`src/rtl/hc595_chain_driver.sv`:
```
// Serial driver for NUM_CH parallel 74HC595 daisy-chains: snapshots a zone vector,
// shifts CH_BITS bits into every chain at a programmable SHCP rate, then latches.
module hc595_chain_driver #(
    parameter int unsigned NUM_CH       = 6,
    parameter int unsigned CH_BITS      = 8,
    parameter int unsigned DIV          = 1,
    parameter bit          MSB_FIRST    = 1'b1,
    parameter bit          AUTO_REFRESH = 1'b0
) (
    input  logic                       clk,
    input  logic                       rst,
    input  logic                       start,
    input  logic [NUM_CH*CH_BITS-1:0]  led_data,
    output logic                       busy,
    output logic                       frame_done,
    output logic                       shcp,
    output logic                       stcp,
    output logic                       oe_n,
    output logic [NUM_CH-1:0]          ds
);

    localparam int unsigned SNAP_W = NUM_CH * CH_BITS;
    localparam int unsigned IDX_W  = (CH_BITS > 1) ? $clog2(CH_BITS) : 1;
    localparam int unsigned DIV_W  = (DIV > 1) ? $clog2(DIV) : 1;
    localparam logic [IDX_W-1:0] IDX_LAST = IDX_W'(CH_BITS - 1);
    localparam logic [DIV_W-1:0] DIV_LAST = DIV_W'(DIV - 1);

    typedef enum logic [2:0] {
        ST_IDLE,
        ST_LOAD,
        ST_SHIFT_LO,
        ST_SHIFT_HI,
        ST_LATCH
    } state_e;

    state_e              state_q, state_d;
    logic [DIV_W-1:0]    div_q, div_d;
    logic [IDX_W-1:0]    idx_q, idx_d;
    logic [SNAP_W-1:0]   snap_q, snap_d;
    logic [NUM_CH-1:0]   ds_q, ds_d;
    logic                shcp_q, shcp_d;
    logic                stcp_q, stcp_d;
    logic                busy_q, busy_d;
    logic                done_q, done_d;
    logic                oe_n_q, oe_n_d;

    logic [SNAP_W-1:0]   snap_src;
    logic [IDX_W-1:0]    lo_idx;
    logic [IDX_W-1:0]    pos;
    logic [NUM_CH-1:0]   ds_sel;

    // Data for the next SHIFT_LO entry: the live vector during LOAD, else the snapshot.
    assign snap_src = (state_q == ST_LOAD) ? led_data : snap_q;
    assign lo_idx   = (state_q == ST_SHIFT_HI) ? idx_q + IDX_W'(1) : '0;
    assign pos      = MSB_FIRST ? IDX_LAST - lo_idx : lo_idx;

    for (genvar c = 0; c < NUM_CH; c++) begin : g_chain
        logic [CH_BITS-1:0] chain_word;
        assign chain_word = snap_src[c*CH_BITS +: CH_BITS];
        assign ds_sel[c]  = chain_word[pos];
    end

    always_comb begin
        state_d = state_q;
        div_d   = div_q;
        idx_d   = idx_q;
        snap_d  = snap_q;
        ds_d    = ds_q;
        shcp_d  = shcp_q;
        stcp_d  = stcp_q;
        busy_d  = busy_q;
        done_d  = 1'b0;
        oe_n_d  = oe_n_q;

        case (state_q)
            ST_IDLE: begin
                if (start || AUTO_REFRESH) begin
                    state_d = ST_LOAD;
                    busy_d  = 1'b1;
                end
            end
            ST_LOAD: begin
                snap_d  = led_data;
                idx_d   = '0;
                div_d   = '0;
                ds_d    = ds_sel;
                state_d = ST_SHIFT_LO;
            end
            ST_SHIFT_LO: begin
                if (div_q == DIV_LAST) begin
                    div_d   = '0;
                    shcp_d  = 1'b1;
                    state_d = ST_SHIFT_HI;
                end else begin
                    div_d = div_q + DIV_W'(1);
                end
            end
            ST_SHIFT_HI: begin
                if (div_q == DIV_LAST) begin
                    div_d  = '0;
                    shcp_d = 1'b0;
                    if (idx_q == IDX_LAST) begin
                        stcp_d  = 1'b1;
                        state_d = ST_LATCH;
                    end else begin
                        idx_d   = lo_idx;
                        ds_d    = ds_sel;
                        state_d = ST_SHIFT_LO;
                    end
                end else begin
                    div_d = div_q + DIV_W'(1);
                end
            end
            ST_LATCH: begin
                if (div_q == DIV_LAST) begin
                    div_d   = '0;
                    stcp_d  = 1'b0;
                    busy_d  = 1'b0;
                    done_d  = 1'b1;
                    oe_n_d  = 1'b0;
                    state_d = ST_IDLE;
                end else begin
                    div_d = div_q + DIV_W'(1);
                end
            end
            default: state_d = ST_IDLE;
        endcase
    end

    always_ff @(posedge clk or negedge rst) begin
        if (!rst) begin
            state_q <= ST_IDLE;
            div_q   <= '0;
            idx_q   <= '0;
            snap_q  <= '0;
            ds_q    <= '0;
            shcp_q  <= 1'b0;
            stcp_q  <= 1'b0;
            busy_q  <= 1'b0;
            done_q  <= 1'b0;
            oe_n_q  <= 1'b1;
        end else begin
            state_q <= state_d;
            div_q   <= div_d;
            idx_q   <= idx_d;
            snap_q  <= snap_d;
            ds_q    <= ds_d;
            shcp_q  <= shcp_d;
            stcp_q  <= stcp_d;
            busy_q  <= busy_d;
            done_q  <= done_d;
            oe_n_q  <= oe_n_d;
        end
    end

    assign busy       = busy_q;
    assign frame_done = done_q;
    assign shcp       = shcp_q;
    assign stcp       = stcp_q;
    assign oe_n       = oe_n_q;
    assign ds         = ds_q;

endmodule

```
`config.mk`:
```
export PLATFORM = sky130hd
export DESIGN_NAME = hc595_chain_driver
export DESIGN_NICKNAME = d
export VERILOG_FILES = /design/src/rtl/hc595_chain_driver.sv
export SDC_FILE = /design/constraint.sdc
export NUM_CORES = 1
export LEC_CHECK = 0
export CAP_MARGIN = 20
export CORE_MARGIN = 5
export CORE_UTILIZATION = 23
export CTS_CLUSTER_DIAMETER = 150
export CTS_CLUSTER_SIZE = 28
export DETAILED_ROUTE_END_ITERATION = 12
export GPL_ROUTABILITY_DRIVEN = 0
export GPL_TIMING_DRIVEN = 0
export PLACE_DENSITY_LB_ADDON = 0.2
export SLEW_MARGIN = 20
export SYNTH_ARGS = -nofsm -noshare
export SYNTH_HDL_FRONTEND = slang
export SYNTH_SLANG_ARGS = --single-unit
```
`constraint.sdc`:
```
create_clock -name clk -period 3 [get_ports clk]
set_input_delay 0.3 -clock clk [delete_from_list [all_inputs] [get_ports clk]]
set_output_delay 0.3 -clock clk [all_outputs]
set_load 0.02 [all_outputs]
```
==> impl_metrics.py, run 1 <==
metrics = {
    "drt": {
        "wl_um": 7800,
        "via_per_inst": 4.43,
        "ant_nets": 0,
        "firstDrtPassIters": 4,
        "wl_per_cell_um": 16.3,
        "vias": 2115,
        "first_iter_violations": 102,
        "drc": 0,
    },
    "cells_and_area": {
        "final_common_cell": "dfrtp_1",
        "nFillCells": 1315,
        "nNetsFinal": 353,
        "area_growth_pct": 38.9,
        "final_cell_mix": "dfrtp_1, clkdlybuf4s50_1, mux2_2",
        "layout-drive-gt1-share_pct": 27.2,
        "fin_util_pct": 32.6,
        "diodes": 0,
    },
    "global_routing": {
        "grt.overflow.total": 0,
        "grt.total_usage_pct": 11.0,
        "grt_start_max_net_pins": 48,
        "antenna_found_initial": 0,
        "grt_pass1_vias": 2371,
        "grt_first_pass_wirelength_um": 12500,
    },
    "setup_path": {
        "crit_path_cell_trace": "ha_1, ha_1, and4bb_1, buf_2, nor3b_2, o221ai_1, nand4_1",
        "critPathMaxStageDelay_ns": 0.42,
        "crit_required_ns": 3.25,
        "crit_buf_inv": 1,
        "critical-path-top-delay-family": "simple AND/OR/NAND/NOR gates",
        "worstSetupEndpointType": "flop",
        "criticalPathCategory": "reg2reg",
        "worst_path_max_delay_cell": "dfrtp_1",
        "start_kind": "flop",
        "crit_top_cell": "ha_1",
        "cp.arrival_ns": 2.36,
        "worstPathMaxFanout": 8,
    },
    "sta": {
        "maxSlewHeadroom_pct": 60.9,
        "worst_slew_pin_slew_ns": 0.587,
        "finalSetupTns_ns": 0,
        "setup_viol": 0,
        "skew_ns": 0.00777,
        "finalHoldViolCount": 0,
        "rsz0062_at_grt": "false",
        "maxSlewViolCount": 0,
        "fmax_mhz": 476,
        "finalCriticalPeriod_ns": 2.10,
        "finalWorstSetupSlack_ns": 0.897,
        "holdWs_ns": 0.396,
        "min_period_over_period_pct": 70.1,
    },
    "cts": {
        "cts_made_buffers": 9,
        "clock-sinks": 65,
        "cts.reportedPaths.clkPinSlew_ns": 0.06,
        "htreeDepth": 3,
        "ctsResizeCount": 0,
        "clock_path_buffers": 2,
        "cts-root-buf": "clkbuf_16",
        "clock_latency_ns": 0.32,
        "cts_tree": "yes",
    },
    "status": {
        "status": "completed",
    },
    "die": {
        "die_h_um": 123,
        "ios": 62,
        "start_util_pct": 23.4,
        "core_area_mm2": 0.0126,
        "row_count": 41,
        "die_w_um": 123,
        "die_area_mm2": 0.0152,
    },
    "placement": {
        "dp_hpwl_um": 5680,
        "numPortBuffers": 61,
        "place_ws_ns": 0.845,
    },
    "logic_synthesis": {
        "synth_xor_area_share_pct": 0,
        "synth_top_family_by_area": "multiplexers",
        "syn-cell-area_mm2": 0.00296,
        "synth_compound_area_share_pct": 10.9,
        "synthAdderAreaFrac_pct": 0.846,
        "yosysSeqAreaShare_pct": 55.1,
        "ys_seq_elements": 65,
        "synth_area_per_cell_um2": 13.1,
        "ys.flop_type": "dfrtp_1",
        "synth_edf_count": 0,
        "synthSimpleGateAreaFrac_pct": 8.93,
        "syn-num-nets": 279,
        "yosysUniqueCellTypes": 45,
        "postSynthCellCount": 226,
        "async_reset_ff_share_pct": 100,
        "yosysWarningCount": 0,
        "muxShareOfSynthArea_pct": 20.9,
    },
    "min_path": {
        "hold_class": "in2async",
    },
    "power": {
        "finalPower_mw": 4.43,
        "leakagePower_nw": 1.70,
        "vdd_drop_max_mv": 0.349,
        "p_per_area_mw_per_mm2": 1080,
    },
    "job": {
        "max_cap_viol_count": 0,
    },
}
## layer usage
metal,track usage [%],up-vias,share of wire [%]
met5,0,-,0
met4,3.88,0,1.7
met3,3.34,12,4.9
met2,18.0,53,49
met1,13.7,1062,45
li1,-,988,-
## worst register-to-register path, cell delays in order (launching register included)
cell,delay (ns)
dfrtp_1,0.42
ha_1,0.22
ha_1,0.22
and4bb_1,0.28
buf_2,0.17
nor3b_2,0.40
o221ai_1,0.20
nand4_1,0.12
## report_power, final
| group | switching, mW | internal, mW | total (mW) |
|---|---|---|---|
| registers | 0.223 | 1.30 | 1.53 |
| logic | 0.914 | 0.967 | 1.88 |
| clock network | 0.359 | 0.663 | 1.02 |
| total | 1.50 | 2.94 | 4.43 |
## per-stage QoR
stage,cell area (µm²),cells
5_1_grt,4110,477
3_3_place_gp,3780,459
6_report,4110,477
2_1_floorplan,2960,226
4_1_cts,4110,477
3_5_place_dp,3810,460
## state kept, by name, indices dropped and copies added (netlist names)
signal,count
state_q,3
busy,1
shcp,1
ds,6
snap_q,48
stcp,1
frame_done,1
idx_q,3
oe_n,1
## repair_timing
action,CTS,global route
hold buffers,1,0
buffers inserted,0,0
hold endpoints to repair,18,0
## final timing paths
kind | slack, ns | to | from | cells past startpoint
worst max register to register | 0.90 | ds[3] | idx_q[0] | 7
min in group clk | 0.48 | shcp | shcp | 2
max in group asynchronous | 2.05 | oe_n | rst | 3
worst max-delay path | 0.90 | ds[3] | idx_q[0] | 7
worst min-delay path | 0.40 | frame_done | rst | 2
worst min register to register | 0.48 | shcp | shcp | 2
## cell families (layout without fill, tap and decap cells)
logic type / count (synthesis) / count (layout)
muxes: 54 / 54
buffers and inverters: 17 / 96
and+or+nand+nor: 43 / 43
AOI/OAI and AO/OA: 45 / 45
DFF: 65 / 65
adders and majority gates: 2 / 2
## synth_stat cells (2+ instances only)
library cell	count	area, µm²
dfrtp_1	64	1600
mux2_2	50	563
o22ai_1	9	56.3
nor2_1	8	30.0
o21ai_0	8	40.0
buf_4	6	45.0
nand2_1	6	22.5
a22oi_1	5	37.5
nand4_1	5	31.3
and2_1	4	25.0
buf_2	4	20.0
o211ai_1	4	30.0
o22a_1	4	35.0
or3_1	4	25.0
a21o_1	3	22.5
a21oi_1	3	15.0
clkbuf_1	3	11.3
nand2b_1	3	18.8
ha_1	2	25.0
inv_1	2	7.51
mux2_1	2	22.5
nand3_1	2	10.0
nor3_1	2	10.0
o21bai_1	2	15.0
## layout make-up
class                           instances  area [µm²]  share of cell area, %
Multi-Input combinational cell        144        1230                   29.9
Tap cell                              172         215                   5.24
Timing Repair Buffer                   63         646                   15.7
Clock inverter                          3        40.0                  0.975
Clock buffer                           13         250                   6.09
Inverter                                3        11.3                  0.274
Sequential cell                        65        1630                   39.6
Buffer                                 14        87.6                   2.13
Power figures use the tool's default switching activity.
==> inputs of run 2 (changes only) <==
clock period = 2.1 ns   (was 3 ns; I/O delays follow)
==> run 2 against run 1 <==
- routed wire length rose by 0.41%
- via count rose by 0.33%
- clock-buffer cell count did not move
- critical path type unchanged
- combinational power rose by 49%
- sequential share of layout area fell by 0.38 points
- die area did not move
- worst hold slack got worse by 0.092 ns
- utilization rose by 0.32 points
- first-iteration DRC count rose by 6.9%
- critical endpoint is now ds[2]
- worst setup slack got worse by 0.77 ns
- cell count rose by 0.42%
- final area rose by 0.97%
==> impl_metrics.py, run 2 (synthesis results as in run 1) <==
metrics = {
    "status": {
        "status": "completed",
    },
    "global_routing": {
        "grt_start_max_net_pins": 48,
        "grt_first_pass_wirelength_um": 12500,
        "grt.overflow.total": 0,
        "grt_pass1_vias": 2382,
        "grt.total_usage_pct": 11.0,
        "antenna_found_initial": 0,
    },
    "job": {
        "max_cap_viol_count": 0,
    },
    "cells_and_area": {
        "diodes": 0,
        "nNetsFinal": 355,
        "final_cell_mix": "dfrtp_1, clkdlybuf4s50_1, mux2_2",
        "final_common_cell": "dfrtp_1",
        "nFillCells": 1310,
        "largest_reg_flops": 48,
        "stdcell_count": 479,
        "top_register": "snap_q",
        "area_growth_pct": 40.3,
        "layout-drive-gt1-share_pct": 28.7,
    },
    "die": {
        "core_area_mm2": 0.0126,
        "die_h_um": 123,
        "start_util_pct": 23.4,
        "die_area_mm2": 0.0152,
        "row_count": 41,
        "die_w_um": 123,
        "ios": 62,
    },
    "power": {
        "finalPower_mw": 6.44,
        "vdd_drop_max_mv": 0.527,
        "leakagePower_nw": 1.72,
        "p_per_area_mw_per_mm2": 1550,
    },
    "sta": {
        "finalCriticalPeriod_ns": 1.98,
        "maxSlewHeadroom_pct": 58.7,
        "maxSlewViolCount": 0,
        "finalHoldViolCount": 0,
        "finalWorstSetupSlack_ns": 0.123,
        "skew_ns": 0.00737,
        "rsz0062_at_grt": "false",
        "min_period_over_period_pct": 94.1,
        "worst_slew_pin_slew_ns": 0.619,
        "fmax_mhz": 506,
        "setup_viol": 0,
    },
    "drt": {
        "via_per_inst": 4.43,
        "drc": 0,
        "vias": 2122,
        "firstDrtPassIters": 4,
        "ant_nets": 0,
        "wl_per_cell_um": 16.3,
        "wl_um": 7830,
        "first_iter_violations": 109,
    },
    "cts": {
        "cts_tree": "yes",
        "clock_path_buffers": 2,
        "cts.reportedPaths.clkPinSlew_ns": 0.06,
        "htreeDepth": 3,
        "cts-root-buf": "clkbuf_16",
        "clock-sinks": 65,
        "cts_made_buffers": 9,
        "clock_latency_ns": 0.32,
    },
    "setup_path": {
        "timing.rr.start": "idx_q[0]",
        "worstPathMaxFanout": 8,
        "critPathLaunch": "idx_q[0]",
        "start_kind": "flop",
        "criticalPathCategory": "reg2reg",
        "regToRegSetupSlack_ns": 0.12,
        "worstSetupEndpointType": "flop",
        "cp.arrival_ns": 2.23,
        "crit_required_ns": 2.35,
    },
    "min_path": {
        "hold_class": "in2async",
    },
    "placement": {
        "placed_cells": 460,
        "place_ws_ns": -0.0549,
        "dp_hpwl_um": 5680,
        "numPortBuffers": 61,
    },
}
==> run 2: metrics by stage <==
step / hold slack (ns) / setup TNS [ns] / util (%) / area [µm²]
after floorplan: -0.0856 / 0 / - / 2960
after global placement: 0.471 / -94.08 / 30.0 / 3780
after detailed placement: 0.114 / -0.0564 / 30.2 / 3810
after CTS: 0.314 / 0 / 32.6 / 4110
after global routing: 0.323 / 0 / 32.9 / 4150
final: 0.304 / 0 / 32.9 / 4150
==> run 2: final timing paths <==
path                       depth (start not counted)         end
min in group clk                                   2        shcp
max                                                7       ds[2]
min                                                2  frame_done
min reg2reg                                        2        shcp
max in group asynchronous                          3        oe_n
max reg2reg                                        7       ds[2]
==> run 2: cell type report <==
class | count | area (µm²) | share of cell area (%)
buffer | 14 | 90.1 | 2.17
clock buffer | 13 | 250 | 6.03
clock inverter | 3 | 40.0 | 0.965
inverter | 3 | 11.3 | 0.271
multi-input combinational | 144 | 1250 | 30.2
sequential | 65 | 1630 | 39.2
tap | 172 | 215 | 5.19
timing repair buffer | 65 | 661 | 15.9
==> run 2: timing repair <==
| action | in CTS | in global routing |
|---|---|---|
| hold endpoints to repair | 18 | 0 |
| setup buffers | 0 | 2 |
| resized for setup | 1 | 6 |
| hold buffers | 1 | 0 |
| endpoints found under the setup margin | 5 | 5 |
==> run 2: where the power goes <==
| group | total [mW] | internal (mW) | switching (mW) | leakage [nW] |
|---|---|---|---|---|
| Combinational | 2.80 | 1.44 | 1.36 | 0.781 |
| Clock | 1.46 | 0.948 | 0.517 | 0.144 |
| Sequential | 2.18 | 1.86 | 0.317 | 0.792 |
==> run 2: worst max-delay path, cell delays in order (launching register included) <==
cell and delay (ns):
dfrtp_1 0.40, ha_1 0.21, ha_1 0.22, and4bb_1 0.28, clkbuf_4 0.19, nor3b_4 0.35
o21ai_0 0.14, nand4_1 0.11
==> run 2: layer usage <==
layer / vias to the layer above / track usage (%) / wire length, µm
li1: 991 / - / -
met1: 1062 / 13.7 / 3460
met2: 58 / 18.1 / 3850
met3: 11 / 3.34 / 408
met4: 0 / 3.88 / 111
met5: - / 0 / 0
